File: src/rtl/block_memory_retrieval_if.sv
// Bundle of every signal the retrieval block exchanges with its surroundings:
// the query handshake, the port-A read side of HNM/HCM/HIM, and the hit stream.
// "master" is the retrieval block's view; "slave" is the environment's view.
interface block_memory_retrieval_if #(
   parameter int SSIDBITS         = 10,
   parameter int COLINDEXBITS     = 5,
   parameter int HITINFOBITS      = 8,
   parameter int MAXHITS          = 4,
   parameter int MAXHITNBITS      = 3,
   parameter int ROWINDEXBITS_HIM = 8,
   parameter int NCOLS_HCM        = 16
);
   logic                                storageReady;
   logic                                requestValid;
   logic [SSIDBITS-1:0]                 requestSSID;
   logic                                requestReady;
   logic [SSIDBITS-COLINDEXBITS-1:0]    hnmAddr;
   logic [(2**COLINDEXBITS)-1:0]        hnmData;
   logic [SSIDBITS-1:0]                 hcmAddr;
   logic [NCOLS_HCM-1:0]                hcmData;
   logic [ROWINDEXBITS_HIM-1:0]         himAddr;
   logic [HITINFOBITS*MAXHITS-1:0]      himData;
   logic                                hitValid;
   logic                                hitReady;
   logic [HITINFOBITS-1:0]              hitInfo;
   logic                                hitLast;
   logic                                hitEmpty;
   logic                                hitOverflow;

   modport master (
      input  storageReady, requestValid, requestSSID, hnmData, hcmData, himData, hitReady,
      output requestReady, hnmAddr, hcmAddr, himAddr, hitValid, hitInfo, hitLast,
             hitEmpty, hitOverflow
   );

   modport slave (
      output storageReady, requestValid, requestSSID, hnmData, hcmData, himData, hitReady,
      input  requestReady, hnmAddr, hcmAddr, himAddr, hitValid, hitInfo, hitLast,
             hitEmpty, hitOverflow
   );
endinterface

File: src/rtl/block_memory_retrieval.sv
// Read-out stage for the HNM/HCM/HIM block-memory store. One SSID query at a
// time: check the HNM "new hit" bit and the HCM count/address word, then, if
// the SSID was hit, fetch the HIM word and stream its hit-info slots oldest
// first. Only the read port A of each memory is driven; nothing is written.
module block_memory_retrieval #(
   parameter int SSIDBITS         = 10,
   parameter int COLINDEXBITS     = 5,
   parameter int HITINFOBITS      = 8,
   parameter int MAXHITS          = 4,
   parameter int MAXHITNBITS      = 3,
   parameter int ROWINDEXBITS_HIM = 8,
   parameter int NCOLS_HCM        = 16
) (
   input logic                      clock,
   input logic                      resetN,
   block_memory_retrieval_if.master bus
);

   localparam int ROWBITS  = SSIDBITS - COLINDEXBITS;
   localparam int WORDBITS = HITINFOBITS * MAXHITS;

   typedef enum logic [2:0] {
      IDLE,
      ADDR,
      CHECK,
      HIMADDR,
      HIMDATA,
      EMIT
   } stateT;

   stateT                       state, nextState;
   logic [COLINDEXBITS-1:0]     colReg, nextCol;
   logic [ROWBITS-1:0]          hnmAddrReg, nextHnmAddr;
   logic [SSIDBITS-1:0]         hcmAddrReg, nextHcmAddr;
   logic [ROWINDEXBITS_HIM-1:0] himAddrReg, nextHimAddr;
   logic [MAXHITNBITS-1:0]      remaining, nextRemaining;
   logic [WORDBITS-1:0]         himWord, nextHimWord;
   logic                        hitValidReg, nextHitValid;
   logic [HITINFOBITS-1:0]      hitInfoReg, nextHitInfo;
   logic                        hitLastReg, nextHitLast;
   logic                        hitEmptyReg, nextHitEmpty;
   logic                        hitOverflowReg, nextHitOverflow;

   logic                        requestReadyInt;
   logic                        hnmBit;
   logic [MAXHITNBITS-1:0]      hitCount;
   logic [MAXHITNBITS-1:0]      decremented;
   logic                        countTooBig;
   logic                        unusedHcmBits;

   // Slot 0 holds the newest hit, so beats walk the slot index downwards.
   function automatic logic [HITINFOBITS-1:0] slotOf(input logic [WORDBITS-1:0] word,
                                                     input logic [MAXHITNBITS-1:0] idx);
      logic [HITINFOBITS-1:0] result;
      result = '0;
      for (int s = 0; s < MAXHITS; s++) begin
         if (int'(idx) == s) result = word[s*HITINFOBITS +: HITINFOBITS];
      end
      return result;
   endfunction

   assign requestReadyInt  = (state == IDLE) && bus.storageReady;
   assign hnmBit           = bus.hnmData[colReg];
   assign hitCount         = bus.hcmData[MAXHITNBITS-1:0];
   assign countTooBig      = int'(hitCount) > MAXHITS;
   assign decremented      = remaining - MAXHITNBITS'(1);
   assign unusedHcmBits    = ^bus.hcmData;

   assign bus.requestReady = requestReadyInt;
   assign bus.hnmAddr      = hnmAddrReg;
   assign bus.hcmAddr      = hcmAddrReg;
   assign bus.himAddr      = himAddrReg;
   assign bus.hitValid     = hitValidReg;
   assign bus.hitInfo      = hitInfoReg;
   assign bus.hitLast      = hitLastReg;
   assign bus.hitEmpty     = hitEmptyReg;
   assign bus.hitOverflow  = hitOverflowReg;

   // Registers for the FSM and all datapath state; reset abandons any response.
   always_ff @(posedge clock or negedge resetN) begin
      if (!resetN) begin
         state          <= IDLE;
         colReg         <= '0;
         hnmAddrReg     <= '0;
         hcmAddrReg     <= '0;
         himAddrReg     <= '0;
         remaining      <= '0;
         himWord        <= '0;
         hitValidReg    <= 1'b0;
         hitInfoReg     <= '0;
         hitLastReg     <= 1'b0;
         hitEmptyReg    <= 1'b0;
         hitOverflowReg <= 1'b0;
      end else begin
         state          <= nextState;
         colReg         <= nextCol;
         hnmAddrReg     <= nextHnmAddr;
         hcmAddrReg     <= nextHcmAddr;
         himAddrReg     <= nextHimAddr;
         remaining      <= nextRemaining;
         himWord        <= nextHimWord;
         hitValidReg    <= nextHitValid;
         hitInfoReg     <= nextHitInfo;
         hitLastReg     <= nextHitLast;
         hitEmptyReg    <= nextHitEmpty;
         hitOverflowReg <= nextHitOverflow;
      end
   end

   // Next-state and next-output logic; everything holds unless a state says otherwise.
   always_comb begin
      nextState       = state;
      nextCol         = colReg;
      nextHnmAddr     = hnmAddrReg;
      nextHcmAddr     = hcmAddrReg;
      nextHimAddr     = himAddrReg;
      nextRemaining   = remaining;
      nextHimWord     = himWord;
      nextHitValid    = hitValidReg;
      nextHitInfo     = hitInfoReg;
      nextHitLast     = hitLastReg;
      nextHitEmpty    = hitEmptyReg;
      nextHitOverflow = hitOverflowReg;

      case (state)
         IDLE: begin
            if (bus.requestValid && requestReadyInt) begin
               nextCol     = bus.requestSSID[COLINDEXBITS-1:0];
               nextHnmAddr = bus.requestSSID[SSIDBITS-1:COLINDEXBITS];
               nextHcmAddr = bus.requestSSID;
               nextState   = ADDR;
            end
         end
         ADDR: begin
            nextState = CHECK;
         end
         CHECK: begin
            if (!hnmBit || (hitCount == '0)) begin
               nextHitValid    = 1'b1;
               nextHitEmpty    = 1'b1;
               nextHitLast     = 1'b1;
               nextHitInfo     = '0;
               nextHitOverflow = 1'b0;
               nextState       = EMIT;
            end else begin
               nextHimAddr     = bus.hcmData[NCOLS_HCM-1 -: ROWINDEXBITS_HIM];
               nextRemaining   = countTooBig ? MAXHITNBITS'(MAXHITS) : hitCount;
               nextHitOverflow = countTooBig;
               nextState       = HIMADDR;
            end
         end
         HIMADDR: begin
            nextState = HIMDATA;
         end
         HIMDATA: begin
            nextHimWord  = bus.himData;
            nextHitValid = 1'b1;
            nextHitEmpty = 1'b0;
            nextHitInfo  = slotOf(bus.himData, decremented);
            nextHitLast  = (remaining == MAXHITNBITS'(1));
            nextState    = EMIT;
         end
         EMIT: begin
            if (hitValidReg && bus.hitReady) begin
               if (hitLastReg) begin
                  nextHitValid    = 1'b0;
                  nextHitLast     = 1'b0;
                  nextHitEmpty    = 1'b0;
                  nextHitOverflow = 1'b0;
                  nextHitInfo     = '0;
                  nextState       = IDLE;
               end else begin
                  nextRemaining = decremented;
                  nextHitInfo   = slotOf(himWord, decremented - MAXHITNBITS'(1));
                  nextHitLast   = (decremented == MAXHITNBITS'(1));
               end
            end
         end
         default: begin
            nextState = IDLE;
         end
      endcase
   end

endmodule

File: src/flat_wrapper.sv
// flat-port wrapper written by rule: the top's interface ports become plain ports
module block_memory_retrieval_flat 
#(
   parameter int SSIDBITS         = 10,
   parameter int COLINDEXBITS     = 5,
   parameter int HITINFOBITS      = 8,
   parameter int MAXHITS          = 4,
   parameter int MAXHITNBITS      = 3,
   parameter int ROWINDEXBITS_HIM = 8,
   parameter int NCOLS_HCM        = 16
)
  (clock, resetN, bus_storageReady, bus_requestValid, bus_requestSSID, bus_hnmData, bus_hcmData, bus_himData, bus_hitReady, bus_requestReady, bus_hnmAddr, bus_hcmAddr, bus_himAddr, bus_hitValid, bus_hitInfo, bus_hitLast, bus_hitEmpty, bus_hitOverflow);
  block_memory_retrieval_if #(.SSIDBITS(SSIDBITS), .COLINDEXBITS(COLINDEXBITS), .HITINFOBITS(HITINFOBITS), .MAXHITS(MAXHITS), .MAXHITNBITS(MAXHITNBITS), .ROWINDEXBITS_HIM(ROWINDEXBITS_HIM), .NCOLS_HCM(NCOLS_HCM)) bus_i ();
  input logic clock;
  input logic resetN;
  input wire logic [$bits(bus_i.storageReady)-1:0] bus_storageReady;
  input wire logic [$bits(bus_i.requestValid)-1:0] bus_requestValid;
  input wire logic [$bits(bus_i.requestSSID)-1:0] bus_requestSSID;
  input wire logic [$bits(bus_i.hnmData)-1:0] bus_hnmData;
  input wire logic [$bits(bus_i.hcmData)-1:0] bus_hcmData;
  input wire logic [$bits(bus_i.himData)-1:0] bus_himData;
  input wire logic [$bits(bus_i.hitReady)-1:0] bus_hitReady;
  output wire logic [$bits(bus_i.requestReady)-1:0] bus_requestReady;
  output wire logic [$bits(bus_i.hnmAddr)-1:0] bus_hnmAddr;
  output wire logic [$bits(bus_i.hcmAddr)-1:0] bus_hcmAddr;
  output wire logic [$bits(bus_i.himAddr)-1:0] bus_himAddr;
  output wire logic [$bits(bus_i.hitValid)-1:0] bus_hitValid;
  output wire logic [$bits(bus_i.hitInfo)-1:0] bus_hitInfo;
  output wire logic [$bits(bus_i.hitLast)-1:0] bus_hitLast;
  output wire logic [$bits(bus_i.hitEmpty)-1:0] bus_hitEmpty;
  output wire logic [$bits(bus_i.hitOverflow)-1:0] bus_hitOverflow;
  assign bus_i.storageReady = bus_storageReady;
  assign bus_i.requestValid = bus_requestValid;
  assign bus_i.requestSSID = bus_requestSSID;
  assign bus_i.hnmData = bus_hnmData;
  assign bus_i.hcmData = bus_hcmData;
  assign bus_i.himData = bus_himData;
  assign bus_i.hitReady = bus_hitReady;
  assign bus_requestReady = bus_i.requestReady;
  assign bus_hnmAddr = bus_i.hnmAddr;
  assign bus_hcmAddr = bus_i.hcmAddr;
  assign bus_himAddr = bus_i.himAddr;
  assign bus_hitValid = bus_i.hitValid;
  assign bus_hitInfo = bus_i.hitInfo;
  assign bus_hitLast = bus_i.hitLast;
  assign bus_hitEmpty = bus_i.hitEmpty;
  assign bus_hitOverflow = bus_i.hitOverflow;
  block_memory_retrieval #(.SSIDBITS(SSIDBITS), .COLINDEXBITS(COLINDEXBITS), .HITINFOBITS(HITINFOBITS), .MAXHITS(MAXHITS), .MAXHITNBITS(MAXHITNBITS), .ROWINDEXBITS_HIM(ROWINDEXBITS_HIM), .NCOLS_HCM(NCOLS_HCM)) u_core (.clock(clock), .resetN(resetN), .bus(bus_i));
endmodule
File: config.mk
export PLATFORM = sky130hd
export DESIGN_NAME = block_memory_retrieval_flat
export DESIGN_NICKNAME = d
export VERILOG_FILES = /design/src/rtl/block_memory_retrieval_if.sv /design/src/rtl/block_memory_retrieval.sv /design/src/flat_wrapper.sv
export SDC_FILE = /design/constraint.sdc
export NUM_CORES = 1
export LEC_CHECK = 0
export CAP_MARGIN = 20
export CORE_MARGIN = 1.5
export CORE_UTILIZATION = 40
export CTS_CLUSTER_DIAMETER = 150
export DETAILED_ROUTE_END_ITERATION = 7
export GPL_TIMING_DRIVEN = 0
export PLACE_DENSITY = 0.79
export SLEW_MARGIN = 20
export SYNTH_ARGS = -nofsm -noshare
export SYNTH_HDL_FRONTEND = slang
export SYNTH_SLANG_ARGS = --single-unit
File: constraint.sdc
create_clock -name clock -period 3.25 [get_ports clock]
set_input_delay 0.4875 -clock clock [delete_from_list [all_inputs] [get_ports clock]]
set_output_delay 0.4875 -clock clock [all_outputs]
set_load 0.02 [all_outputs]
* Yosys cells after proc, flatten, opt, wreduce, memory -nomap -nowiden
Index checks and enable logic that the tools add are counted.
Word-level totals: bits of input ports 95, output and inout bits 36, bits in registers 78
Cells by class: $add $sub $neg 2, $lt $le $gt $ge 2, bitwise gates (word level) 1, equal/unequal tests 19, reduce and logical (&&, ||, !) cells 18, multiplexer cells 34
Operators with widths (count):
- $mux W8 | 11
- $mux W3 | 8
- $pmux W8 S3 | 1
- $eq A3 B3 Y1 const B | 6
- $pmux W3 S6 | 1
- $eq A3 B2 Y1 const B | 4
- $logic_not A3 Y1 | 4
- $eq A3 B1 Y1 const B | 3
- $pmux W1 S3 | 3
- $reduce_and A3 Y1 | 3
- $reduce_and A4 Y1 | 2
- $mux W1 | 7
- $lt A5 B6 Y1 const B | 1
- $ne A2 B1 Y1 const B | 3
- $ne A2 B2 Y1 const B | 3
- $pmux W3 S2 | 1
- $sub A3 B1 Y3 const B | 2
- $bmux W1 S5 | 1
- $reduce_and A2 Y1 | 2
- $gt A3 B3 Y1 const B | 1
- $logic_and A1 B1 Y1 | 3
- $reduce_bool A3 Y1 | 1
- $pmux W1 S2 | 1
- $reduce_bool A2 Y1 | 1
- other kinds (3) | 3

* Depth between registers and ports, before layout
Gate-level depths: netlist of the first run.
word-level depth 10, depth in mapped cells 12, mapped depth without buffers 11

* Least setup slack after synthesis of the first run
OpenSTA, ideal clock, no wires.
path kind reg2reg, start reg u_core.remaining[0], end reg u_core.hitInfoReg[0] (netlist: u_core.bus.hitInfo[0]), data arrival time 2.241 ns, cell stages (with the launch flop) 11, slack 0.884 ns, library setup time 0.125 ns, buffers on the path 1, data required time 3.125 ns, cells stage by stage dfrtp_1 -> inv_1 -> ha_1 -> xnor2_1 -> ha_1 -> nand2_1 -> clkbuf_1 -> nand2_1 -> o211ai_1 -> nand3_1 -> mux2_2
On the way: word-level cells in the longest chain between the ends 10
RTL lines:
- start, declared | line block_memory_retrieval.sv:36 | logic [MAXHITNBITS-1:0] remaining, nextRemaining;
- start signal, assigned | line block_memory_retrieval.sv:100 | remaining <= nextRemaining;
- $sub A3 B1 Y3 * | line block_memory_retrieval.sv:66 | assign decremented = remaining - MAXHITNBITS'(1);
- $sub A3 B1 Y3 | line block_memory_retrieval.sv:174 | nextHitInfo = slotOf(himWord, decremented - MAXHITNBITS'(1));
- $logic_not A3 Y1 | line block_memory_retrieval.sv:57 | if (int'(idx) == s) result = word[s*HITINFOBITS +: HITINFOBITS];
- $mux W8 (4 in a row) | line block_memory_retrieval.sv:57
- $mux W8 | line block_memory_retrieval.sv:165 | if (hitLastReg) begin
- $mux W8 | line block_memory_retrieval.sv:164 | if (hitValidReg && bus.hitReady) begin
- $pmux W8 S3 * | line block_memory_retrieval.sv:125 | case (state)
- end signal, assigned | line block_memory_retrieval.sv:103 | hitInfoReg <= nextHitInfo;
- end, declared | line block_memory_retrieval.sv:39 | logic [HITINFOBITS-1:0] hitInfoReg, nextHitInfo;
Mark *: on every way between the ends. The rest lies on a longest branch, timed or not. The select of a mux whose other input is x is not followed. A chain may end at the register's enable or synchronous reset.

* Worst setup path in the final report of the first run
start reg u_core.remaining[0], end reg u_core.hitInfoReg[7] (netlist: u_core.bus.hitInfo[7])
The elaborated chain is that of the path after synthesis.

==> results of run 1 <==
-- flip-flops by register name, summed over array words and instances (netlist names) --
signal                  flops
u_core.bus.hitValid         1
u_core.bus.hitEmpty         1
u_core.himWord             32
u_core.bus.hitLast          1
u_core.bus.hitInfo          8
u_core.bus.hitOverflow      1
u_core.remaining            3
u_core.bus.hcmAddr         10
u_core.bus.himAddr          8
u_core.state                3
-- power by group --
group	internal (mW)	switching [mW]	total [mW]
sequential	1.26	0.270	1.53
combinational	1.34	1.44	2.79
clock	0.452	0.322	0.775
total	3.05	2.03	5.09
-- per-layer routing --
metal | share of wire, % | vias up
li1 | - | 1543
met1 | 40 | 1613
met2 | 49 | 162
met3 | 9.9 | 12
met4 | 0.97 | 0
met5 | 0 | -
-- layout make-up --
class / count / area [sq um]
plain buffers: 23 / 116.4
clock inverters: 4 / 72.57
inverters: 5 / 18.77
multi-input cells: 255 / 1938
flip-flops and latches: 68 / 1702
fillers: 803 / 3796
repair buffers: 126 / 1269
clock buffers: 12 / 145.1
well taps: 111 / 138.9
-- how the worst max path moves through the flow --
stage                         from                    end  depth (start not counted)
2_1_floorplan  u_core.remaining[0]  u_core.bus.hitInfo[0]                         10
3_3_place_gp                resetN  u_core.bus.himAddr[2]                          1
3_5_place_dp   u_core.remaining[0]  u_core.bus.hitInfo[7]                         12
4_1_cts        u_core.remaining[0]  u_core.bus.hitInfo[6]                         10
5_1_grt        u_core.remaining[0]  u_core.bus.hitInfo[7]                         12
6_report       u_core.remaining[0]  u_core.bus.hitInfo[7]                         12
-- critical path, delay by kind of cell (launching register included) --
family	cells	cell delay (ps)
adder cells (fa/ha/maj)	2	560
flip-flops	1	430
XOR/XNOR	1	370
AND/OR/NAND/NOR	3	280
AO/OA/AOI/OAI	3	400
buffers and inverters	2	450
multiplexers	1	270
-- kinds of logic (layout without fill, tap and decap cells) --
logic type | count (synthesis) | count (layout) | synth area share, %
xor+xnor | 1 | 1 | 0.2321
flops | 68 | 68 | 45.08
simple gates | 96 | 96 | 12.53
buf+inv | 28 | 170 | 3.579
mux | 74 | 74 | 21.61
compound gates | 76 | 76 | 14.32
fa+ha+maj | 8 | 8 | 2.652
-- metrics by stage --
step | setup TNS (ps) | setup slack [ps] | instance area, sq um | hold slack, ps
floorplan | 0 | 884.4 | 3775 | 191.9
global placement | -39250 | -580.5 | 5165 | 488.7
detailed placement | 0 | 443.7 | 5182 | 463.9
CTS | 0 | 413.8 | 5400 | 78.00
global route | 0 | 148.6 | 5400 | 96.97
finish | 0 | 374.8 | 5400 | 69.25
-- placed cells by master, fill, tap and decap left out, types with 2 or more instances in the layout --
cell type	netlist	final
inv_1	5	5
clkbuf_1	15	17
nand2_1	41	41
nand3b_1	8	8
buf_4	6	7
o21ai_0	8	8
nand2b_1	3	3
mux2_2	60	60
a22oi_1	10	10
bufinv_16	0	2
a21oi_1	20	20
clkbuf_8	0	10
and2_1	3	3
nor2b_1	7	7
mux2i_1	14	14
dfrtp_1	68	68
nand3_1	18	18
a211oi_1	6	6
o211ai_1	18	18
clkdlybuf4s50_1	0	124
a31oi_1	2	2
nor2_1	9	9
ha_1	8	8
==> reports/metrics.cfg, run 1 <==
[sta]
worstMarginPinSlew_ps = 911.5
setup_viol = 0
maxSlewHeadroom_pct = 38.76
min_period_ps = 2875
fin_skew_ps = 12.81
fmax_mhz = 347.8
rsz0062_at_grt = no
finalCritPeriodShare_pct = 88.47
hold_violations = 0
finalMaxSlewViolations = 0

[hold_path]
hold_path.class = in2async

[yosys]
yosys.area.top_type = dfrtp_1
synth_seq_cells = 68
synth_edf_count = 0
syn_area_sq_mm = 0.003775
syn-instance-count = 351
synth_area_leaders = dfrtp_1, mux2_2, nand2_1
synth_ff_type = dfrtp_1
synth_fp_nets = 454
ys.warnings.count = 0
synth.top_cell.area_share_pct = 45.08
async_flop_share_pct = 100.0
yosys-top-cells-count = dfrtp_1, mux2_2, nand2_1, a21oi_1
ys_types = 42
synth.most_common_cell = dfrtp_1
syn_area_per_cell_sq_um = 10.75
ys_seq_area_share_pct = 45.08

[global_route]
grt_pass1_vias = 3521
use_met1_pct = 24.26
met3_usage_pct = 7.799
antenna_found_initial = 0
grt_pass1_wl_microns = 16210
gr-usage-all-layers_pct = 20.71
grt_overflow = 0
grt_use_met2_pct = 35.53
grt_max_degree = 37
busiest_layer = met2

[route]
detail-route-antenna-nets = 0
finalWirelength_microns = 10020
first_pass_iters = 4
drt-initial-drc-count = 64
via_per_inst = 5.513
drc_errors = 0
wl_per_cell_microns = 16.58
num_vias = 3330

[floorplan]
coreArea_sq_mm = 0.009196
dieArea_sq_mm = 0.01003
ios = 131
die_h_microns = 100.1
start_util_pct = 41.05
die_w_microns = 100.1
rows = 35

[clocking]
post_cts_buffers = 0
clk_pin_slew_worst_paths_ps = 80
clkSinkCount = 68
cts_buffer_depth = 2
tritoncts = done
holdBufCountCts = 0
cts_resized = 0
htreeDepth = 3
cts-root-buf = clkbuf_8
clkLatencyLatePin_ps = 350
numCtsBuffers = 9

[critical_path]
reg2reg_to = u_core.bus.hitInfo[7]
r2r_cells = 12
path_max_fanout = 8
ff2ff_setup_slack_ps = 370
cp-end-kind = register
slowest_stage = dfrtp_1
worstPathArrival_ps = 3110
required_ps = 3480
critical_path_class = reg2reg
reg2reg_from = u_core.remaining[0]
path_cells = inv_1, ha_1, xnor2_1, ha_1, nand2b_1, clkbuf_1, a21oi_1, a21oi_1, nand2_1, o211ai_1, nand3_1, mux2_2
start_kind = register
slowest_delay_ps = 430

[place]
dpl.cell_count = 588
numPortBuffers = 125
place_congestion = 0.8303
hpwl_microns = 7592

[finish]
drive_gt1_share_pct = 18.26
area_growth_pct = 43.06
antenna_cells = 0
fin_util_pct = 58.72
layout.cells.non_filler = 604
nets = 591

[power_and_ir_drop]
power_mw = 5.088
power_leakage_nw = 2.240
ir_drop_uv = 540.7
powerDensity_mw_per_mm2 = 942.2

[run_status]
status = finished clean

[flow_run]
drv_cap = 0

Note: power is estimated with default switching activity, not from simulation.
==> inputs of run 2 (changes only) <==
--- a/config.mk
+++ b/config.mk
@@ -10,7 +10,6 @@
 export CORE_UTILIZATION = 40
 export CTS_CLUSTER_DIAMETER = 150
 export DETAILED_ROUTE_END_ITERATION = 7
-export GPL_TIMING_DRIVEN = 0
 export PLACE_DENSITY = 0.79
 export SLEW_MARGIN = 20
 export SYNTH_ARGS = -nofsm -noshare
==> reports/metrics.cfg, run 2 (synthesis gave the netlist of run 1 again) <==
[route]
finalWirelength_microns = 9329
wl_per_cell_microns = 15.89
first_pass_iters = 5
drc_errors = 0
num_vias = 3187
via_per_inst = 5.429
drt-initial-drc-count = 121
detail-route-antenna-nets = 0

[power_and_ir_drop]
ir_drop_uv = 564.5
powerDensity_mw_per_mm2 = 920.6
power_leakage_nw = 2.198

[place]
place_congestion = 0.8153
placed_cell_area_sq_mm = 0.005106
numPortBuffers = 125
dpl.cell_count = 572
hpwl_microns = 7032

[hold_path]
hold_path.class = in2async

[global_route]
grt_pass1_vias = 3305
grt_overflow = 0
grt_pass1_wl_microns = 15410
antenna_found_initial = 0
grt_max_degree = 41
gr-usage-all-layers_pct = 19.70

[flow_run]
drv_cap = 0

[critical_path]
critical_path_class = reg2out
slowest_stage = clkdlybuf4s50_1
reg2reg_to = u_core.bus.hitInfo[2]
path_delay_family = buffers and inverters
slowest_delay_ps = 720
path_cells = nor4b_1, clkdlybuf4s50_1
path_max_fanout = 13
reg2reg_from = u_core.bus.hcmAddr[1]
cp-end-kind = output port
worstPathArrival_ps = 2160
ff2ff_setup_slack_ps = 650
required_ps = 2760
crit_buf_inv = 1
r2r_cells = 7
start_kind = register

[run_status]
status = finished clean

[clocking]
holdBufCountCts = 0
tritoncts = done
clkSinkCount = 68
cts-root-buf = clkbuf_8
post_cts_buffers = 0
clkLatencyLatePin_ps = 350
cts_resized = 0
htreeDepth = 3
cts_buffer_depth = 2
clk_pin_slew_worst_paths_ps = 70
numCtsBuffers = 9

[finish]
area_growth_pct = 40.11
fin_area_sq_mm = 0.005289
drive_gt1_share_pct = 18.91
nets = 575
antenna_cells = 0
top_register = u_core.himWord
final_cell_mix = clkdlybuf4s50_1, dfrtp_1, mux2_2
largest_reg_flops = 32
layout.cells.non_filler = 587
layout_commonest_cell = clkdlybuf4s50_1

[floorplan]
die_h_microns = 100.1
die_w_microns = 100.1
rows = 35
start_util_pct = 41.05
ios = 131
dieArea_sq_mm = 0.01003
coreArea_sq_mm = 0.009196

[sta]
finalMaxSlewViolations = 0
fin_skew_ps = 14.96
min_period_ps = 2646
fmax_mhz = 377.9
maxSlewHeadroom_pct = 54.40
setup_viol = 0
worstMarginPinSlew_ps = 683.9
fin_tns_setup_ps = 0
finalCritPeriodShare_pct = 81.42
rsz0062_at_grt = no
hold_violations = 0

[run 2: cell types whose count changed in the layout (fill, tap and decap cells not counted), sizes merged]
cell	before	now
bufinv	2	1
buf	10	9
clkinv	1	2
clkbuf	27	11
[run 2: metrics by stage]
stage | hold WS, ps | utilization (%) | setup WS, ps | power [mW]
4_1_cts | 191.2 | 57.51 | 591.8 | 4.912
5_1_grt | 220.1 | 57.51 | 464.8 | 5.241
2_1_floorplan | 191.9 | - | 884.4 | 3.338
3_3_place_gp | 488.2 | 55.52 | 571.6 | 4.154
3_5_place_dp | 493.4 | 55.52 | 538.7 | 4.229
6_report | 175.7 | 57.51 | 603.9 | 4.869
[run 2: worst max-delay path by stage]
stage	startpoint	to	slack (ps)	cells after the start
final	u_core.state[0]	bus_requestReady	600	2
after global placement	bus_hnmData[6]	u_core.bus.hitInfo[6]	570	8
after CTS	u_core.state[0]	bus_requestReady	590	2
after global routing	u_core.state[0]	bus_requestReady	460	2
after detailed placement	bus_hnmData[6]	u_core.bus.hitInfo[2]	540	8
after floorplan	u_core.remaining[0]	u_core.bus.hitInfo[0]	880	10
[run 2: metal layers]
metal	vias up	routed length, microns	track usage [%]
li1	1515	-	-
met1	1507	3745	23.36
met2	145	4483	33.07
met3	20	922	7.173
met4	0	178	6.826
met5	-	0	0
[run 2: layout make-up]
type	instances	area (sq um)
inverters	5	18.77
well taps	111	138.9
repair buffers	133	1306
flip-flops and latches	68	1702
multi-input cells	255	1941
fillers	769	3908
clock buffers	11	131.4
clock inverters	4	51.30
[run 2: report_power, final]
group | total, mW | leakage (nW) | switching [mW] | internal [mW]
clock network | 0.671 | 0.0894 | 0.320 | 0.351
registers | 1.58 | 0.827 | 0.326 | 1.26
logic | 2.62 | 1.28 | 1.32 | 1.30
total | 4.87 | 2.20 | 1.96 | 2.91
==> inputs of run 3 (changes only) <==
--- a/config.mk
+++ b/config.mk
@@ -10,7 +10,7 @@
 export CORE_UTILIZATION = 40
 export CTS_CLUSTER_DIAMETER = 150
 export DETAILED_ROUTE_END_ITERATION = 7
-export PLACE_DENSITY = 0.79
+export PLACE_DENSITY = 0.82
 export SLEW_MARGIN = 20
 export SYNTH_ARGS = -nofsm -noshare
 export SYNTH_HDL_FRONTEND = slang
==> constraint.sdc (replaced) <==
create_clock -name clock -period 2.3 [get_ports clock]
set_input_delay 0.345 -clock clock [delete_from_list [all_inputs] [get_ports clock]]
set_output_delay 0.345 -clock clock [all_outputs]
set_load 0.02 [all_outputs]
==> reports/metrics.cfg, run 3 (synthesis gave the netlist of run 1 again) <==
[finish]
area_growth_pct = 47.93
fillCellCount = 745
nets = 596
antenna_cells = 0
layout_commonest_cell = clkdlybuf4s50_1
top_register = u_core.himWord
drive_gt1_share_pct = 24.30
final_cell_mix = clkdlybuf4s50_1, dfrtp_1, mux2_2
layout.cells.non_filler = 609
largest_reg_flops = 32

[sta]
worstMarginPinSlew_ps = 575.3
maxSlewHeadroom_pct = 61.43
fin_ws_ps = -32.30
hold_violations = 0
fin_skew_ps = 13.71
setup_viol = 9
min_period_ps = 2332
finalCritPeriodShare_pct = 101.4
finalMaxSlewViolations = 0
whs_ps = 514.4
rsz0062_at_grt = yes
fmax_mhz = 428.8

[route]
via_per_inst = 5.563
wl_per_cell_microns = 17.71
drc_errors = 0
drt-initial-drc-count = 90
finalWirelength_microns = 10780
num_vias = 3388
detail-route-antenna-nets = 0
first_pass_iters = 4

[run_status]
status = finished, violations left
violations = negative setup slack

[critical_path]
worstPathArrival_ps = 2570
reg2reg_from = u_core.bus.hcmAddr[1]
startpoint = u_core.bus.hcmAddr[1]
required_ps = 2540
ff2ff_setup_slack_ps = -30
path_max_fanout = 5
critical_path_class = reg2reg
r2r_cells = 9
start_kind = register
cp-end-kind = register

[clocking]
clk_pin_slew_worst_paths_ps = 80
cts_buffer_depth = 2
clkLatencyLatePin_ps = 360
cts-root-buf = clkbuf_8
tritoncts = done
numCtsBuffers = 9
clkSinkCount = 68
htreeDepth = 3

[place]
dpl.cell_count = 585
numPortBuffers = 125
place_congestion = 0.8245
post-place-ws_ps = -233.8
hpwl_microns = 7746

[power_and_ir_drop]
p_sw_mw = 3.146
swShare_pct = 41.41
clkPwrFrac_pct = 11.8
p_int_mw = 4.452
power_leakage_nw = 2.341
ir_drop_uv = 961.0
seqPwrFrac_pct = 28.9
combPwrFrac_pct = 59.4
powerDensity_mw_per_mm2 = 1361

[hold_path]
holdCritStartpoint = u_core.himWord[18]
hold_path.class = reg2reg
worstHoldPathCells = 1

[floorplan]
dieArea_sq_mm = 0.01003
ios = 131
rows = 35
die_h_microns = 100.1
coreArea_sq_mm = 0.009196
die_w_microns = 100.1
start_util_pct = 41.05

[global_route]
grt_pass1_vias = 3570
grt_max_degree = 48
grt_pass1_wl_microns = 17360
gr-usage-all-layers_pct = 22.18
antenna_found_initial = 0
grt_overflow = 0

[flow_run]
drv_cap = 0

==> run 3: changes by cell type in the layout (fill, tap and decap cells not counted), sizes merged <==
| cell | before | now |
|---|---|---|
| buf | 9 | 27 |
| bufinv | 1 | 0 |
| clkbuf | 11 | 9 |
| clkinvlp | 1 | 4 |
| dlygate4sd3 | 0 | 1 |
| inv | 5 | 6 |
| nor2 | 10 | 11 |
| o21ai | 9 | 10 |
==> run 3: repair_timing <==
action | 4_1_cts | 5_1_grt
pin swaps | 7 | 7
hold buffers | 1 | 0
endpoints found under the hold margin | 21 | 0
endpoints found under the setup margin | 11 | 20
gates resized for setup | 17 | 7
setup buffers | 4 | 2
gates cloned | 2 | 0
==> run 3: worst paths after layout <==
check,to
worst max-delay path,u_core.bus.hitInfo[0]
worst min-delay path,u_core.himWord[18]
worst max register to register,u_core.bus.hitInfo[0]
worst min register to register,u_core.himWord[18]
max in group asynchronous,u_core.bus.hcmAddr[1]
min in group asynchronous,u_core.himWord[3]
==> run 3: metal layers <==
metal	GRT usage, %	vias up	wire [microns]
li1	-	1568	-
met1	26.88	1646	4376
met2	38.62	161	5400
met3	6.267	13	901
met4	6.176	0	104
met5	0	-	0
==> run 3: cell type report <==
type	instances	area [sq um]	share of cell area, %
clock buffer	9	123.9	2.218
timing repair buffer	152	1500	26.87
inverter	5	18.77	0.3361
tap	111	138.9	2.487
clock inverter	7	52.55	0.9411
sequential	68	1703	30.50
multi-input combinational	257	2047	36.66
==> run 3: power by group through the flow <==
stage               sequential (mW)  combinational, mW  clock (mW)
floorplan                      2.37               2.38           0
global placement               2.15               3.99           0
detailed placement             2.19               4.10           0
CTS                            2.18               4.39       0.918
global route                   2.26               4.87       0.969
finish                         2.19               4.51       0.894
==> run 3: per-stage QoR <==
step	power, mW	util [%]	area, sq um	TNS [ps]
global placement	6.137	57.14	5255	-3299
floorplan	4.746	-	3790	0
CTS	7.493	60.30	5545	-47.08
global route	8.101	60.72	5584	-1743
finish	7.598	60.72	5584	-176.0
detailed placement	6.289	57.14	5255	-3227
==> run 3: worst max-delay path: stages, from the launching register on <==
cell      delay (ps)
dfrtp_2          460
buf_6            150
mux2i_1          120
a22oi_1          220
nand4b_1         160
o22ai_2          250
o32ai_4          160
buf_6            160
o21ai_4          180
mux2_2           360
